## config.mk

```make
export PLATFORM = sky130hd
export DESIGN_NAME = fp_unit_arbiter
export DESIGN_NICKNAME = d
export VERILOG_FILES = /design/src/rtl/fp_unit_arbiter.sv
export SDC_FILE = /design/constraint.sdc
export NUM_CORES = 2
export LEC_CHECK = 0
export ABC_AREA = 1
export ABC_CLOCK_PERIOD_IN_PS = 12200
export CORE_MARGIN = 5
export CORE_UTILIZATION = 25
export DETAILED_ROUTE_END_ITERATION = 8
export GPL_ROUTABILITY_DRIVEN = 1
export GPL_TIMING_DRIVEN = 0
export HOLD_SLACK_MARGIN = 0.03
export SLEW_MARGIN = 25
export SYNTH_ARGS = -nofsm -noshare
export SYNTH_HDL_FRONTEND = slang
export SYNTH_SLANG_ARGS = --single-unit
```

## constraint.sdc

```tcl
create_clock -name clk -period 12.2 [get_ports clk]
set_input_delay 1.83 -clock clk [delete_from_list [all_inputs] [get_ports clk]]
set_output_delay 1.83 -clock clk [all_outputs]
set_load 0.03 [all_outputs]
```

## src/rtl/fp_unit_arbiter.sv

```systemverilog
// fp_unit_arbiter: round-robin sharing of one float adder and one float multiplier.
// The operation is issued through a registered issue stage and a fixed-depth result pipe.
// A single response port with backpressure returns the results.
// Number format: unsigned, {exponent, mantissa}. An exponent of 0 means zero.
// An overflowing result saturates to {all-ones exponent, zero mantissa}.

module flt_add #(
    parameter int EXP_W = 8,
    parameter int MAN_W = 23
) (
    input  logic [EXP_W+MAN_W-1:0] a,
    input  logic [EXP_W+MAN_W-1:0] b,
    output logic [EXP_W+MAN_W-1:0] y
);
    localparam logic [EXP_W:0] EXP_MAX = {1'b0, {EXP_W{1'b1}}};

    logic [EXP_W-1:0] ea, eb, eh, el, d;
    logic [MAN_W:0]   mh, ml, ms;
    logic [MAN_W+1:0] sum;
    logic [EXP_W:0]   er;
    logic [MAN_W-1:0] mr;

    // Align the smaller operand, add the significands, and renormalise by at most one place
    always_comb begin
        ea = a[EXP_W+MAN_W-1:MAN_W];
        eb = b[EXP_W+MAN_W-1:MAN_W];
        if (ea >= eb) begin
            eh = ea;
            mh = {1'b1, a[MAN_W-1:0]};
            el = eb;
            ml = {1'b1, b[MAN_W-1:0]};
        end else begin
            eh = eb;
            mh = {1'b1, b[MAN_W-1:0]};
            el = ea;
            ml = {1'b1, a[MAN_W-1:0]};
        end
        d   = eh - el;
        ms  = ml >> d;
        sum = {1'b0, mh} + {1'b0, ms};
        if (sum[MAN_W+1]) begin
            er = {1'b0, eh} + 1'b1;
            mr = sum[MAN_W:1];
        end else begin
            er = {1'b0, eh};
            mr = sum[MAN_W-1:0];
        end
        if (ea == '0 && eb == '0)
            y = '0;
        else if (ea == '0)
            y = b;
        else if (eb == '0)
            y = a;
        else if (er >= EXP_MAX)
            y = {{EXP_W{1'b1}}, {MAN_W{1'b0}}};
        else
            y = {er[EXP_W-1:0], mr};
    end
endmodule

module flt_mul #(
    parameter int EXP_W = 8,
    parameter int MAN_W = 23
) (
    input  logic [EXP_W+MAN_W-1:0] a,
    input  logic [EXP_W+MAN_W-1:0] b,
    output logic [EXP_W+MAN_W-1:0] y
);
    localparam logic [EXP_W:0] BIAS    = {2'b00, {(EXP_W-1){1'b1}}};
    localparam logic [EXP_W:0] EXP_MAX = {1'b0, {EXP_W{1'b1}}};

    logic [EXP_W-1:0]   ea, eb;
    logic [2*MAN_W+1:0] prod;
    logic               adj;
    logic [MAN_W-1:0]   mr;
    logic [EXP_W:0]     esum, er;

    // Multiply the significands, normalise by one place, and rebias the exponent
    always_comb begin
        ea   = a[EXP_W+MAN_W-1:MAN_W];
        eb   = b[EXP_W+MAN_W-1:MAN_W];
        prod = {{(MAN_W+1){1'b0}}, 1'b1, a[MAN_W-1:0]} * {{(MAN_W+1){1'b0}}, 1'b1, b[MAN_W-1:0]};
        adj  = prod[2*MAN_W+1];
        if (adj)
            mr = prod[2*MAN_W:MAN_W+1];
        else
            mr = prod[2*MAN_W-1:MAN_W];
        esum = {1'b0, ea} + {1'b0, eb} + {{EXP_W{1'b0}}, adj};
        er   = esum - BIAS;
        if (ea == '0 || eb == '0 || esum <= BIAS)
            y = '0;
        else if (er >= EXP_MAX)
            y = {{EXP_W{1'b1}}, {MAN_W{1'b0}}};
        else
            y = {er[EXP_W-1:0], mr};
    end
endmodule

module fp_unit_arbiter #(
    parameter int N_REQ      = 4,
    parameter int EXP_W      = 8,
    parameter int MAN_W      = 23,
    parameter int PIPE_DEPTH = 2
) (
    input  logic                                clk,
    input  logic                                rst,
    input  logic [N_REQ-1:0]                    req_valid,
    output logic [N_REQ-1:0]                    req_ready,
    input  logic [N_REQ-1:0]                    req_op,
    input  logic [N_REQ-1:0][EXP_W+MAN_W-1:0]   req_a,
    input  logic [N_REQ-1:0][EXP_W+MAN_W-1:0]   req_b,
    output logic                                rsp_valid,
    input  logic                                rsp_ready,
    output logic [$clog2(N_REQ)-1:0]            rsp_id,
    output logic [EXP_W+MAN_W-1:0]              rsp_data,
    output logic [$clog2(PIPE_DEPTH+2)-1:0]     in_flight
);
    localparam int W   = EXP_W + MAN_W;
    localparam int IDW = $clog2(N_REQ);
    localparam int IFW = $clog2(PIPE_DEPTH+2);

    logic [IDW-1:0] ptr, ptr_next, gnt_idx;
    logic           gnt_found, accept, stall, rsp_hs;
    int unsigned    cand;

    logic           iss_valid, iss_op;
    logic [IDW-1:0] iss_id;
    logic [W-1:0]   iss_a, iss_b, add_y, mul_y, alu_y;

    logic [PIPE_DEPTH-1:0] pv;
    logic [IDW-1:0]        pid   [PIPE_DEPTH];
    logic [W-1:0]          pdata [PIPE_DEPTH];

    assign rsp_valid = pv[PIPE_DEPTH-1];
    assign rsp_id    = pid[PIPE_DEPTH-1];
    assign rsp_data  = pdata[PIPE_DEPTH-1];
    assign stall     = rsp_valid && !rsp_ready;
    assign rsp_hs    = rsp_valid && rsp_ready;
    assign accept    = gnt_found && !stall && rst;

    // Round-robin search: first valid requester at or after ptr, wrapping around
    always_comb begin
        gnt_found = 1'b0;
        gnt_idx   = '0;
        cand      = 0;
        for (int unsigned k = 0; k < N_REQ; k++) begin
            cand = (32'(ptr) + k) % N_REQ;
            if (!gnt_found && req_valid[IDW'(cand)]) begin
                gnt_found = 1'b1;
                gnt_idx   = IDW'(cand);
            end
        end
        ptr_next = (gnt_idx == IDW'(N_REQ-1)) ? '0 : gnt_idx + IDW'(1);
    end

    // One-hot ready toward the granted requester only when the accept can happen
    always_comb begin
        req_ready = '0;
        if (accept)
            req_ready[gnt_idx] = 1'b1;
    end

    // Issue register and rotation pointer; both freeze while the response port stalls
    always_ff @(posedge clk) begin
        if (!rst) begin
            ptr       <= '0;
            iss_valid <= 1'b0;
            iss_id    <= '0;
            iss_op    <= 1'b0;
            iss_a     <= '0;
            iss_b     <= '0;
        end else if (!stall) begin
            iss_valid <= accept;
            if (accept) begin
                ptr    <= ptr_next;
                iss_id <= gnt_idx;
                iss_op <= req_op[gnt_idx];
                iss_a  <= req_a[gnt_idx];
                iss_b  <= req_b[gnt_idx];
            end
        end
    end

    flt_add #(.EXP_W(EXP_W), .MAN_W(MAN_W)) u_add (.a(iss_a), .b(iss_b), .y(add_y));
    flt_mul #(.EXP_W(EXP_W), .MAN_W(MAN_W)) u_mul (.a(iss_a), .b(iss_b), .y(mul_y));

    assign alu_y = iss_op ? mul_y : add_y;

    // Result pipe: shifts every unstalled cycle, bubbles included, holds whole while stalled
    always_ff @(posedge clk) begin
        if (!rst) begin
            pv <= '0;
            for (int unsigned i = 0; i < PIPE_DEPTH; i++) begin
                pid[i]   <= '0;
                pdata[i] <= '0;
            end
        end else if (!stall) begin
            pv[0]    <= iss_valid;
            pid[0]   <= iss_id;
            pdata[0] <= alu_y;
            for (int unsigned i = 1; i < PIPE_DEPTH; i++) begin
                pv[i]    <= pv[i-1];
                pid[i]   <= pid[i-1];
                pdata[i] <= pdata[i-1];
            end
        end
    end

    // Occupancy of issue register plus pipe: up on accept, down on response handshake
    always_ff @(posedge clk) begin
        if (!rst)
            in_flight <= '0;
        else if (accept && !rsp_hs)
            in_flight <= in_flight + IFW'(1);
        else if (!accept && rsp_hs)
            in_flight <= in_flight - IFW'(1);
    end
endmodule

```

After elaboration in Yosys (flattened, before gate mapping)
Memory sizes are Yosys's and may differ from the RTL's.
Index checks and enable logic that the tools add are counted.
- flip-flop bits (word level): 72
- RAM bits: 66
- memories: 2
- word-level logic and storage cells: 114
- output and inout bits: 40
- memory list (memory ; depth ; bits a word ; rd ports ; clocked after memory_dff ; write ports ; line ; text):
    pdata ; 2 ; 31 ; 2 ; 0 ; 2 ; 132 ; logic [W-1:0] pdata [PIPE_DEPTH];
    pid ; 2 ; 2 ; 2 ; 0 ; 2 ; 131 ; logic [IDW-1:0] pid [PIPE_DEPTH];
- equality and inequality tests: 1
- multiplexer cells: 50
- add/sub/neg operators: 12
- multipliers: 1
- shift operators: 1
- reductions and logical operators: 24
- magnitude comparators: 10
- bitwise logic cells: 5
- operators by type and width (cell ; count):
    2-to-1 mux 31 bit ; 11
    binary-select mux 31 bit (select 2 bit) ; 2
    2-to-1 mux 23 bit ; 4
    multiplier 24 x 24 -> 48 bit ; 1
    adder 24 x 24 -> 25 bit ; 1
    >> shifter 24 x 8 -> 24 bit ; 1
    >= comparator 9 x 8 -> 1 bit, second input constant ; 2
    2-to-1 mux 2 bit ; 9
    zero test 8 bit ; 2
    2-to-1 mux 8 bit ; 2
    < comparator 2 x 3 -> 1 bit, second input constant ; 5
    2-to-1 mux 1 bit ; 14
    logical AND 1 bit ; 11
    binary-select mux 1 bit (select 2 bit) ; 5
    adder 8 x 1 -> 9 bit, second input constant ; 1
    adder 8 x 8 -> 9 bit ; 1
    adder 9 x 1 -> 9 bit ; 1
    <= comparator 9 x 7 -> 1 bit, second input constant ; 1
    2-to-1 mux 9 bit ; 1
    subtractor 9 x 7 -> 9 bit, second input constant ; 1
    >= comparator 8 bit ; 1
    subtractor 8 bit ; 1
    zero test 1 bit ; 7
    adder 2 x 1 -> 2 bit, second input constant ; 3
    11 further kinds ; 16

Logic depth before layout (Yosys ltp)
- word-level depth: 18
- gate-level depth with buffers: 53
- gate-level depth less buffers: 51

Modules after synthesis
A second synthesis with hierarchy kept.
- cells, all modules: 5078
- area total of the unflattened synthesis: 34311.7 um^2
- by module, submodules not included (module ; cells an instance ; instances ; area an instance (um^2) ; sequential area each (um^2)):
    flt_mul ; 3021 ; 1 ; 21511.9 ; 0.0
    fp_unit_arbiter ; 1142 ; 1 ; 8016.4 ; 3423.3
    flt_add ; 915 ; 1 ; 4783.3 ; 0.0

Worst setup path before layout
Ideal clock, no wire load.
- path kind: register -> register
- start: register iss_a[13]
- end: memory pdata[0][12] in the netlist's numbering, data pin
- cell stages (with the launch flop): 48
- data required time: 12053 ps
- period minus slack after synthesis: 9971 ps
- setup time: 147 ps
- data arrival time: 9824 ps
- path buffers: 4
- path slack: 2229 ps
- cells stage by stage: dfxtp_1 clkbuf_1 clkbuf_1 nand2_1 fa_1 inv_1 fa_1 inv_1 fa_1 inv_1 fa_1 inv_1 fa_1 inv_1 fa_1 inv_1 fa_1 inv_1 [... 12 more ...] nor2_1 nor2_1 o21bai_1 a21oi_1 o21bai_1 xor2_1 inv_1 nand3_1 nand2_1 xor2_1 o21bai_1 inv_1 nand2_1 nor2_1 clkbuf_1 o21a_1 o21ai_0 a21oi_1
- RTL lines (what ; line ; text):
    start: declaration ; 128 ; logic [W-1:0] iss_a, iss_b, add_y, mul_y, alu_y;
    start signal: assignment ; 178 ; iss_a <= req_a[gnt_idx];
    end: declaration ; 132 ;

==> summary.txt <==
Yosys
  • Post-synthesis xor/xnor area fraction: 2.023%
  • Top cell type's share of synthesized area: 30.66%
  • Post-synth cell types: 57
  • Post-synth EDFFs: 66
  • Adder-Cell Fraction of Synth Area: 39.21%
  • Synth warnings: 0
  • Ys flop type: dfxtp_1
  • Syn avg cell area: 7.155 µm²
  • Share of flip-flops with an asynchronous set or reset: 0%
  • Register bit total from synthesis: 138
  • Syn Nets: 5,376
  • Sequential area share after synthesis: 10.83%
  • Main combinational cell family by area after synthesis: adder cells
  • Mux share of post-synthesis cell area: 0.1900%
  • Compound-Gate Fraction of Synth Area: 10.23%
  • Synth Area in Simple Gates: 21.49%
  • Synthesized area: 31,600 µm²
  • Dominant cell type by area after synthesis: fa_1
  • Cell count after synthesis: 4,417
  • Top post-synthesis cells by area: fa_1 31%, nand2_1 13%, inv_1 12%, ha_1 8.6%, edfxtp_1 6.3%

Placed design
  • Pre-CTS setup slack: -1.185 ns
  • Port buffer count: 297
  • Post-DP Area: 36,710 µm²
  • Final Wtd Congestion: 1.004
  • Post-detail-place hpwl: 118,000 µm

Floorplan
  • Top-level I/O count: 299
  • Die ar.: 133,600 µm²
  • Initial Util: 25.17%
  • Die W: 365.5 µm
  • Rows: 130
  • Die extent in y: 365.5 µm
  • Core area: 125,600 µm²

Final layout
  • Synthesis-to-finish area growth: 18.59%
  • Share of layout cells above drive strength 1: 5.024%
  • Most frequent cells in the layout: 1,123 x nand2_1, 997 x inv_1, 484 x fa_1
  • # nets final: 5,683
  • Most common cell after layout, fill and taps aside: nand2_1
  • Final Cell Area: 37,480 µm²

Timing
  • Min Tclk post-route: 11.93 ns
  • Worst-margin pin slew: 1.163 ns
  • Final Hold Viols: 0
  • Final setup violation count: 0
  • Max-slew violation count: 0
  • Clock skew: 0.04003 ns
  • Max transition margin: 21.24%
  • Final worst slack: 0.2681 ns
  • Unrepaired setup endpoints after global routing: no
  • Highest Clock Rate: 83.81 MHz
  • Final worst path period share: 97.80%

Drt
  • Post-route ant nets: 0
  • Post-Route WL: 137,900 µm
  • 1st-pass router iterations: 6
  • Via count: 30,580
  • Detailed Route Iter0 Violations: 2,786
  • DR WL/cell: 21.59 µm
  • Drc violations: 0
  • Vias per inst: 4.785

CTS
  • CTS tree: yes
  • Post-CTS Setup Bufs: 0
  • Htree depth: 4
  • Post-cts resize count: 73
  • Hold Buf Count CTS: 0
  • Longest Clk Path Bufs: 2
  • Clock sinks: 138
  • Worst-path clk slew: 0.07 ns
  • Root buffer cell: clkbuf_16
  • Clock Latency Late Sink: 0.52 ns
  • TritonCTS Buffers: 17

Global route
  • Largest net degree at the start of global routing: 56
  • Number of global-route vias before repair: 31,490
  • Initial antenna violation count: 9
  • Grt met1 use: 25.57%
  • Routing usage on met2: 33.32%
  • Global route hottest layer: met2
  • GR met3 Demand/Resource: 6.484%
  • GRT overflow: 0
  • Global-route wire length before repair: 202,700 µm
  • Total track usage: 20.63%

Setup path
  • Worst EP required: 12.49 ns
  • Kind of critical path: flop to flop
  • CP endpoint kind: flop
  • Crit-path max FO: 10
  • Element type at the critical path start: flop
  • Slowest cell on crit path: o311ai_4
  • Arr. time, crit path: 12.23 ns
  • Critical path's most frequent cell: fa_1
  • Crit-path max cell delay: 0.57 ns

Flow run
  • Max-Cap Viols: 0

Status
  • Status: completed

Min path
  • Hold crit path type: flop to flop
-- cell type report --
| type | instances | area, µm² |
|---|---|---|
| fillers | 13860 | 88090 |
| multi-input cells | 2978 | 23150 |
| inverters | 1004 | 3769 |
| flip-flops and latches | 138 | 3433 |
| repair buffers | 299 | 3015 |
| well taps | 1650 | 2064 |
| plain buffers | 286 | 1391 |
| clock buffers | 17 | 425.4 |
| clock inverters | 15 | 219.0 |
| diodes | 3 | 7.507 |
-- cells in the mapped netlist (all sizes together), types with 4 or more instances --
| cell type | instances |
|---|---|
| a21o | 14 |
| mux2i | 6 |
| fa | 484 |
| o22ai | 16 |
| dfxtp | 72 |
| o211ai | 34 |
| o21ai | 156 |
| nor2 | 281 |
| o32ai | 4 |
| a31oi | 11 |
| o21bai | 8 |
| nor3 | 17 |
| nor4 | 10 |
| inv | 1002 |
| a21oi | 190 |
| xor2 | 42 |
| xnor2 | 28 |
| o311ai | 59 |
| clkbuf | 216 |
| buf | 81 |
| edfxtp | 66 |
| ha | 216 |
| o21a | 13 |
| o221ai | 4 |
| a211oi | 12 |
| nand3 | 187 |
| nand2 | 1141 |
| o31ai | 7 |
| nand4 | 26 |
-- flip-flops by register name, indices dropped and copies added, names as in the netlist --
| register | count |
|---|---|
| pdata | 62 |
| iss_a | 31 |
| iss_b | 31 |
| pid | 4 |
| in_flight | 2 |
| iss_id | 2 |
| ptr | 2 |
| pv | 2 |
| iss_op | 1 |
| iss_valid | 1 |
-- worst paths after layout --
path,from,end,slack (ns),depth (start not counted)
max,iss_a[11],pdata[0][4],0.27,45
min reg2reg,iss_valid,pv[0],0.48,2
min,iss_valid,pv[0],0.48,2
max reg2reg,iss_a[11],pdata[0][4],0.27,45
-- per-stage QoR --
| step | TNS (ns) | hold slack (ns) | utilization (%) | cells |
|---|---|---|---|---|
| after floorplan | 0 | 0.4441 | - | 4417 |
| after global placement | -53.93 | 0.4565 | 29.18 | 6364 |
| after detailed placement | -26.19 | 0.4618 | 29.23 | 6366 |
| after CTS | 0 | 0.4753 | 29.81 | 6390 |
| after global routing | 0 | 0.5023 | 29.84 | 6387 |
| final | 0 | 0.4770 | 29.85 | 6390 |
-- metal layers --
layer | vias to the layer above | wire length (µm)
met1 | 14830 | 54500
met2 | 1508 | 62160
li1 | 13970 | -
met4 | 4 | 6228
met3 | 260 | 15030
met5 | - | 21
-- worst max-delay path, delay by kind of cell (launching register included) --
family	cells	cell delay (ns)
fa+ha+maj	10	4.61
flops	1	0.46
compound gates	9	2.23
buf+inv	11	1.96
xor+xnor	2	0.41
simple gates	13	2.03
-- cells by family after synthesis --
logic type | after synthesis
AOI/OAI and AO/OA | 534
DFF | 138
xor gates and xnor gates | 70
muxes | 6
buffers and inverters | 1301
and+or+nand+nor | 1668
adders and majority gates | 700
Power is left out: the tool's default activity adds up to more than one toggle a clock period on the data nets, which glitch-free logic cannot reach.
